## config.mk

```make
export PLATFORM = sky130hd
export DESIGN_NAME = sync_fifo_reader
export DESIGN_NICKNAME = d
export VERILOG_FILES = /design/src/rtl/sync_fifo_pkg.sv /design/src/rtl/stream_obuf.sv /design/src/rtl/sync_fifo_reader.sv
export SDC_FILE = /design/constraint.sdc
export NUM_CORES = 1
export LEC_CHECK = 0
export ABC_CLOCK_PERIOD_IN_PS = 2100
export CELL_PAD_IN_SITES_DETAIL_PLACEMENT = 0
export CELL_PAD_IN_SITES_GLOBAL_PLACEMENT = 1
export CORE_MARGIN = 4
export CORE_UTILIZATION = 38
export DETAILED_ROUTE_END_ITERATION = 6
export MAX_ROUTING_LAYER = met4
export PLACE_DENSITY = 0.76
export SLEW_MARGIN = 20
export SYNTH_ARGS = -nofsm -noshare
export SYNTH_HDL_FRONTEND = slang
export SYNTH_HIERARCHICAL = 1
export SYNTH_SLANG_ARGS = --single-unit
```

## constraint.sdc

```tcl
create_clock -name clk -period 2.1 [get_ports clk]
set_input_delay 0.42 -clock clk [delete_from_list [all_inputs] [get_ports clk]]
set_output_delay 0.42 -clock clk [all_outputs]
set_load 0.05 [all_outputs]
```

## src/rtl/sync_fifo_pkg.sv

```systemverilog
// Purpose  : shared types for the FIFO read-side controller (FSM states, output buffer depth).
// Latency  : n/a (types and constants only).
// Backpres.: n/a.
package sync_fifo_pkg;

    // Reader FSM states.
    typedef enum logic [2:0] {
        IDLE,
        STREAM,
        WAIT_FILL,
        BURST,
        DRAIN
    } state_t;

    // Entries in the read-data absorbing buffer. Two entries cover the one
    // outstanding read plus the word currently presented downstream.
    localparam int OBUF_DEEP = 2;

endpackage

```

## src/rtl/stream_obuf.sv

```systemverilog
// Purpose  : 2-entry output buffer absorbing FIFO read data; head entry drives the stream directly.
// Latency  : push at edge t -> visible on o_head / o_count after that edge.
// Backpres.: never stalls push; a push into a full buffer with no pop is dropped and o_ovf sticks.
//
// Ports:
//   clk, rst_n              clock, async active-low reset
//   i_push, i_push_dat      write strobe and data
//   i_pop                   remove head entry (ignored when empty)
//   o_count                 occupancy 0..2
//   o_head                  head entry, registered
//   o_ovf                   sticky overflow flag
module stream_obuf
    import sync_fifo_pkg::*;
#(
    parameter int BITWID = 5
) (
    input  logic              clk,
    input  logic              rst_n,
    input  logic              i_push,
    input  logic [BITWID-1:0] i_push_dat,
    input  logic              i_pop,
    output logic [1:0]        o_count,
    output logic [BITWID-1:0] o_head,
    output logic              o_ovf
);

    localparam logic [1:0] CNT_FULL = 2'(OBUF_DEEP);

    logic [BITWID-1:0] r_head;
    logic [BITWID-1:0] r_second;
    logic [1:0]        r_count;
    logic              r_ovf;
    logic              w_pop;

    // A pop on an empty buffer has nothing to remove.
    assign w_pop = i_pop && (r_count != 2'd0);

    // Head/second shift structure keeps the stream data a plain register
    // rather than a read-pointer mux.
    always_ff @(posedge clk or negedge rst_n) begin
        if (!rst_n) begin
            r_head   <= '0;
            r_second <= '0;
            r_count  <= 2'd0;
            r_ovf    <= 1'b0;
        end else begin
            case ({i_push, w_pop})
                2'b10: begin
                    if (r_count == 2'd0) begin
                        r_head  <= i_push_dat;
                        r_count <= 2'd1;
                    end else if (r_count == 2'd1) begin
                        r_second <= i_push_dat;
                        r_count  <= CNT_FULL;
                    end else begin
                        r_ovf <= 1'b1;
                    end
                end
                2'b01: begin
                    r_head  <= r_second;
                    r_count <= r_count - 2'd1;
                end
                2'b11: begin
                    // Count is unchanged; only the stored words move.
                    if (r_count == 2'd1) begin
                        r_head <= i_push_dat;
                    end else begin
                        r_head   <= r_second;
                        r_second <= i_push_dat;
                    end
                end
                default: ;
            endcase
        end
    end

    assign o_count = r_count;
    assign o_head  = r_head;
    assign o_ovf   = r_ovf;

endmodule

```

## src/rtl/sync_fifo_reader.sv

```systemverilog
// Purpose  : read-side controller for the register FIFO: issues fifo_rd, buffers read data, streams it out.
// Latency  : fifo_rd at cycle t -> fifo_rd_dat_vld at t+1 -> out_vld at t+2; 1 word/cycle sustained.
// Backpres.: out_rdy low stops new reads once buffer count plus the outstanding read reaches 2.
//
// Ports:
//   clk, rst_n                  clock, async active-low reset (shared with the FIFO)
//   fifo_num                    FIFO occupancy
//   fifo_rd                     read strobe to FIFO
//   fifo_rd_dat, fifo_rd_dat_vld FIFO read data, valid one cycle after fifo_rd
//   out_dat, out_vld, out_rdy   downstream valid/ready stream
//   cfg_burst_en, cfg_burst_len burst mode select and length (sampled in IDLE)
//   burst_done                  pulse when the last word of a burst pops
//   ovf_err                     sticky: read data arrived with the buffer full
module sync_fifo_reader
    import sync_fifo_pkg::*;
#(
    parameter int DEEPWID = 3,
    parameter int DEEP    = 8,
    parameter int BITWID  = 5
) (
    input  logic               clk,
    input  logic               rst_n,
    input  logic [DEEPWID:0]   fifo_num,
    output logic               fifo_rd,
    input  logic [BITWID-1:0]  fifo_rd_dat,
    input  logic               fifo_rd_dat_vld,
    output logic [BITWID-1:0]  out_dat,
    output logic               out_vld,
    input  logic               out_rdy,
    input  logic               cfg_burst_en,
    input  logic [DEEPWID:0]   cfg_burst_len,
    output logic               burst_done,
    output logic               ovf_err
);

    localparam logic [DEEPWID:0] LEN_MAX = (DEEPWID+1)'(DEEP);

    state_t           r_state;
    state_t           w_state_nxt;
    logic             r_inflight;
    logic [DEEPWID:0] r_len;
    logic [DEEPWID:0] r_issued;
    logic [DEEPWID:0] r_delivered;
    logic             r_from_burst;

    logic [1:0]       w_count;
    logic             w_pop;
    logic [2:0]       w_credit_sum;
    logic             w_credit_ok;
    logic             w_permit;
    logic [DEEPWID:0] w_len_clamped;
    logic [DEEPWID:0] w_delivered_inc;

    stream_obuf #(
        .BITWID (BITWID)
    ) u_obuf (
        .clk        (clk),
        .rst_n      (rst_n),
        .i_push     (fifo_rd_dat_vld),
        .i_push_dat (fifo_rd_dat),
        .i_pop      (w_pop),
        .o_count    (w_count),
        .o_head     (out_dat),
        .o_ovf      (ovf_err)
    );

    assign out_vld = (w_count != 2'd0);
    assign w_pop   = out_vld && out_rdy;

    // Words that will occupy the buffer after this cycle if no new read is
    // issued. pop implies count >= 1, so the sum never underflows.
    assign w_credit_sum = 3'(w_count) + 3'(r_inflight) - 3'(w_pop);
    assign w_credit_ok  = (w_credit_sum < 3'd2);

    // cfg_burst_en is deliberately kept out of this path: a read issued in
    // the cycle burst mode is requested simply drains through DRAIN.
    always_comb begin
        w_permit = 1'b0;
        case (r_state)
            STREAM:  w_permit = 1'b1;
            BURST:   w_permit = (r_issued < r_len);
            default: w_permit = 1'b0;
        endcase
    end

    assign fifo_rd = w_credit_ok && (fifo_num != '0) && w_permit;

    always_comb begin
        w_len_clamped = cfg_burst_len;
        if (cfg_burst_len == '0) begin
            w_len_clamped = (DEEPWID+1)'(1);
        end else if (cfg_burst_len > LEN_MAX) begin
            w_len_clamped = LEN_MAX;
        end
    end

    assign w_delivered_inc = r_delivered + (DEEPWID+1)'(1);
    assign burst_done      = w_pop && r_from_burst && (w_delivered_inc == r_len);

    always_comb begin
        w_state_nxt = r_state;
        case (r_state)
            IDLE:      w_state_nxt = cfg_burst_en ? WAIT_FILL : STREAM;
            STREAM:    if (cfg_burst_en) w_state_nxt = DRAIN;
            WAIT_FILL: if (fifo_num >= r_len) w_state_nxt = BURST;
            BURST:     if (r_issued == r_len) w_state_nxt = DRAIN;
            DRAIN:     if ((w_count == 2'd0) && !r_inflight) w_state_nxt = IDLE;
            default:   w_state_nxt = IDLE;
        endcase
    end

    always_ff @(posedge clk or negedge rst_n) begin
        if (!rst_n) begin
            r_state      <= IDLE;
            r_inflight   <= 1'b0;
            r_len        <= (DEEPWID+1)'(1);
            r_issued     <= '0;
            r_delivered  <= '0;
            r_from_burst <= 1'b0;
        end else begin
            r_state    <= w_state_nxt;
            r_inflight <= fifo_rd;
            case (r_state)
                IDLE: begin
                    // Buffer is empty here, so the counters start clean
                    // for whichever mode follows.
                    r_issued     <= '0;
                    r_delivered  <= '0;
                    r_from_burst <= cfg_burst_en;
                    if (cfg_burst_en) begin
                        r_len <= w_len_clamped;
                    end
                end
                BURST, DRAIN: begin
                    if (fifo_rd) begin
                        r_issued <= r_issued + (DEEPWID+1)'(1);
                    end
                    if (w_pop && r_from_burst) begin
                        r_delivered <= w_delivered_inc;
                    end
                end
                default: ;
            endcase
        end
    end

endmodule

```

== Yosys cells after proc, flatten, opt, wreduce, memory -nomap -nowiden ==
Cells that the tools add are included.
W data, S select, Z words.
Storage, ports and cells
  register bits after elaboration: 30
  word-level logic and storage cells: 89
Operators by class
  add/sub/neg operators: 5
  order comparisons: 4
  equal/unequal tests: 20
  mux-type cells: 22
  bitwise logic cells: 2
  reductions and logical operators: 26
Operators with widths (number)
  $mux W5: 4
  $ne A2 B2 Y1 const B: 9
  $mux W4: 4
  $pmux W4 S2: 2
  $pmux W3 S5: 1
  $pmux W5 S3: 1
  $mux W3: 4
  $pmux W5 S2: 1
  $reduce_and A2 Y1: 5
  $add A4 B1 Y4 const B: 2
  $eq A4 B4 Y1: 2
  $reduce_bool A2 Y1: 4
  $logic_and A1 B1 Y1: 7
  $eq A3 B2 Y1 const B: 2
  $mux W2: 3
  $reduce_and A3 Y1: 2
  $eq A2 B1 Y1 const B: 2
  $eq A2 B2 Y1 const B: 2
  $ge A4 B4 Y1: 1
  $gt A4 B4 Y1 const B: 1
  $logic_not A4 Y1: 1
  $lt A4 B4 Y1: 1
  $pmux W2 S2: 1
  $reduce_and A4 Y1: 1
  other kinds (15): 16

== Depth between registers and ports, before layout ==
  word-level depth: 8
  depth in mapped cells: 8

== By module ==
Netlist, hierarchy kept.
Modules (own cells, without submodules)
  sync_fifo_reader: times used 1, cells an instance 131, area each 1216.2 um^2
  stream_obuf: times used 1, cells an instance 61, area each 704.4 um^2

== Least setup slack after synthesis ==
No wires, ideal clock.
  path type: flip-flop to output port
  start: register r_delivered[0]
  end: output port burst_done
  data arrival time: 2026 ps
  data required time: 1680 ps
  slack: -346 ps
  cell stages (with the launch flop): 5
  cells stage by stage: dfrtp_1 -> ha_1 -> xnor2_1 -> nand3_1 -> nor3_1
On the way
  word-level cells in the longest chain between the ends: 3
Ends and longest elaborated chain
  start: declaration: RTL line sync_fifo_reader.sv:43  | logic [DEEPWID:0] r_delivered;
  start signal: assignment: RTL line sync_fifo_reader.sv:139  | r_delivered <= w_delivered_inc;
  $add A4 B1 Y4: RTL line sync_fifo_reader.sv:97  | assign w_delivered_inc = r_delivered + (DEEPWID+1)'(1);
  $eq A4 B4 Y1: RTL line sync_fifo_reader.sv:98  | assign burst_done = w_pop && r_from_burst && (w_delivered_inc == r_len);
  $logic_and A1 B1 Y1: RTL line sync_fifo_reader.sv:98
  end: declaration: RTL line sync_fifo_reader.sv:32  | output logic burst_done,
Every way passes these cells.

== Worst setup path after layout ==
  start: register u_obuf.r_count[0] (netlist: u_obuf/o_count[0])
  end: output port fifo_rd
On the way
  word-level cells in the longest chain between the ends: 6
  elaborated cells on any way between the ends: 7
  classes of those cells: add/sub (2); order compare (1); reduce/logical (4)
Ends and longest elaborated chain
  start: declaration: RTL line stream_obuf.sv:31  | logic [1:0] r_count;
  start signal: assignment: RTL line stream_obuf.sv:61  | r_count <= r_count - 2'd1;
  branches (longest 2 deep; another with $add A2 B1 Y3)
  $sub A3 B1 Y3 (*): RTL line sync_fifo_reader.sv:72  | assign w_credit_sum = 3'(w_count) + 3'(r_inflight) - 3'(w_pop);
  $lt A3 B2 Y1 (*): RTL line sync_fifo_reader.sv:73  | assign w_credit_ok = (w_credit_sum < 3'd2);
  $logic_and A1 B1 Y1 (*) (2 in a row): RTL line sync_fifo_reader.sv:86  | assign fifo_rd = w_credit_ok && (fifo_num != '0) && w_permit;
  end: declaration: RTL line sync_fifo_reader.sv:24  | output logic fifo_rd,
Every way passes the cells marked *.

==> results.txt <==
status -> complete, but fails checks
failing checks -> negative setup slack
Pint -> 2.08 mW
CTS tree -> done
setup TNS -> -0.807 ns
Clk pwr share -> 13.8%
Post-Route WL -> 4210 microns
HP Class -> reg -> reg
critical path class -> reg -> out
diode count -> 0
Post-DRT Antenna Nets -> 0
Synth Flop Type -> dfrtp_1
dpl cell area -> 2440 sq um
Final Slew Violations -> 0
drt wl/cell -> 13.4 microns
Skew-Pair Late Insertion Delay -> 0.28 ns
Slew headroom -> 66.5%
number of flops mapped to enable cells by yosys -> 0
Core Rows -> 25
Worst R2R Path Depth -> 9
RSZ-0062 raised after global routing -> yes
cell count after synthesis -> 192
FFs w/ async S/R, synth -> 100%
largest net degree at the start of global routing -> 31
fmax -> 400 MHz
clock slew at reported path FFs -> 0.06 ns
NumNets Final -> 279
CTS H-Tree Depth -> 2
Warnings, synthesis -> 6
share of layout cells above drive strength 1 -> 26.6%
Fin. Hold Viols -> 0
DRC viols -> 0
CTS Buffer Depth -> 2
drt pass-1 iters -> 4
Max Fanout on Critical Path -> 3
drt first-iter violations -> 80
GP Congestion -> 0.759
NetSw -> 1.51 mW
die width -> 79.1 microns
area delta synth->final -> 36.6%
initial antenna violation count -> 0
Via density -> 5.00
Final period util -> 119%
pwr/cell area -> 1370 nW/um^2
flip-flop and latch count after synthesis -> 30
mapped cell area -> 1920 sq um
Critical Path Sink Type -> primary output
crit path DAT -> 2.08 ns
switching share of power -> 42.1%
core area -> 4820 sq um
crit path time final -> 2.50 ns
final instance area -> 2620 sq um
Req. time, crit path -> 1.68 ns
root buf cell -> clkbuf_8
CTS sink count -> 30
CTS Hold Bufs -> 0
sequential power share -> 26.9%
total global routing overflow -> 0
top-level port count -> 27
Max-Cap Viols -> 0
hpwl dp -> 3190 microns
part of the power in combinational logic -> 59.2%
area of the die -> 6260 sq um
Die Y -> 79.1 microns
TritonCTS buffer count -> 5
Worst setup SP type -> register
initial core utilization -> 39.9%
PortBufs -> 26
Cells on Worst Hold Path -> 2
min setup slack post-route -> -0.398 ns
Max VDD drop -> 770 uV
Slew @ Worst Pin -> 0.500 ns
syn avg cell area -> 10.0 sq um
via count of the routed design -> 1575
Netlist cell types -> 52
Setup Skew -> 0.00749 ns
Total Routing Usage GR -> 14.7%
final core occ -> 54.5%
sequential share of the synthesized area -> 39.2%
LEAKAGE -> 1.16 nW
final number of setup-violating endpoints -> 5
syn_nets -> 224
first-pass GRT wire length -> 7080 microns
vias in the first global route -> 1589
placed cells by master (no fill, tap or decap), drive strengths merged, types with 4 or more instances in the layout:
| cell type | Yosys | routed |
|---|---|---|
| buf | 6 | 31 |
| dfrtp | 29 | 29 |
| clkdlybuf4s50 | 0 | 22 |
| inv | 15 | 15 |
| nand2b | 13 | 13 |
| ha | 13 | 13 |
| a21oi | 11 | 11 |
| o21ai | 11 | 11 |
| nor2 | 9 | 9 |
| nand2 | 7 | 7 |
| clkbuf | 1 | 7 |
| mux2 | 6 | 6 |
| nor3b | 5 | 5 |
| xnor2 | 5 | 5 |
| a211oi | 5 | 5 |
| and2 | 4 | 4 |
| a21o | 4 | 4 |
| o22ai | 4 | 4 |
worst paths after layout:
check / startpoint / end / slack [ns]
worst max-delay path: u_obuf/o_count[0] / fifo_rd / -0.40
worst max register to register: u_obuf/o_count[0] / r_issued[3] / -0.13
worst min-delay path: u_obuf/o_ovf / u_obuf/o_ovf / 0.48
worst min register to register: u_obuf/o_ovf / u_obuf/o_ovf / 0.48
min in group asynchronous: rst_n / r_len[2] / 0.53
max in group asynchronous: rst_n / r_delivered[0] / 1.26
worst max-delay path, cell delays in order (launching register included):
cell and delay, ns:
dfrtp_1 0.39, nand3b_1 0.19, buf_4 0.15, fa_1 0.47, a2111oi_4 0.20, and3_4 0.25
buf_12 0.13
power groups by stage:
stage / combinational (mW) / clock, mW / sequential (mW)
finish: 2.12 / 0.496 / 0.966
global route: 2.33 / 0.539 / 0.994
CTS: 2.02 / 0.513 / 0.953
detailed placement: 1.99 / 0 / 0.959
global placement: 1.97 / 0 / 0.956
floorplan: 1.21 / 0 / 1.10
cell families after synthesis:
logic type / Yosys count / share of synthesized area [%]
simple gates: 58 / 18.2
compound gates: 53 / 19.9
mux: 8 / 4.56
flops: 30 / 39.2
xor+xnor: 7 / 3.19
fa+ha+maj: 14 / 9.51
buf+inv: 22 / 5.41
layout make-up:
cell class	instances	area [sq um]
repair buffers	55	503
multi-input cells	140	1130
inverters	15	56.3
clock inverters	2	12.5
flip-flops and latches	30	753
fillers	448	2190
clock buffers	6	82.6
well taps	67	83.8
cells in the mapped netlist, drive strengths merged, types with 3 or more instances:
master	n	share of area (%)
nand3	3	0.78
a21oi	11	2.9
nor2	9	1.9
o22ai	4	1.3
dfrtp	29	38
nor3	3	0.78
o21ai	11	3.1
nor3b	5	2.0
and3	3	0.98
nand2b	13	4.6
a211oi	5	3.1
xnor2	5	2.3
inv	15	2.9
buf	6	2.3
mux2	6	3.5
ha	13	8.5
and2	4	1.3
a21o	4	1.6
nand2	7	1.5
state kept, by name (all words and copies together), names as in the netlist:
signal	cells
r_delivered	4
r_from_burst	1
r_inflight	1
r_issued	4
r_len	4
r_state	3
u_obuf/o_count	2
u_obuf/o_head	5
u_obuf/o_ovf	1
u_obuf/r_second	5
stage by stage:
| step | total power [mW] | setup WS, ns | hold slack, ns | cells |
|---|---|---|---|---|
| 2_1_floorplan | 2.32 | -0.156 | 0.124 | 192 |
| 4_1_cts | 3.49 | -0.414 | 0.485 | 313 |
| 3_5_place_dp | 2.95 | -0.645 | 0.456 | 305 |
| 6_report | 3.59 | -0.398 | 0.480 | 315 |
| 3_3_place_gp | 2.93 | -0.637 | 0.462 | 305 |
| 5_1_grt | 3.86 | -0.473 | 0.522 | 315 |
routing by layer:
layer	vias up	share of wire, %	GRT usage (%)
met2	26	48	23.7
met1	745	48	18.8
met4	0	1.0	5.15
met3	4	3.2	2.49
li1	800	-	-
met5	-	0	-
timing repair:
item,4_1_cts,5_1_grt
setup endpoints to repair,7,7
pin swaps,3,10
gates resized for setup,4,10
buffers inserted,0,2
Note: power is estimated with default switching activity, not from simulation.
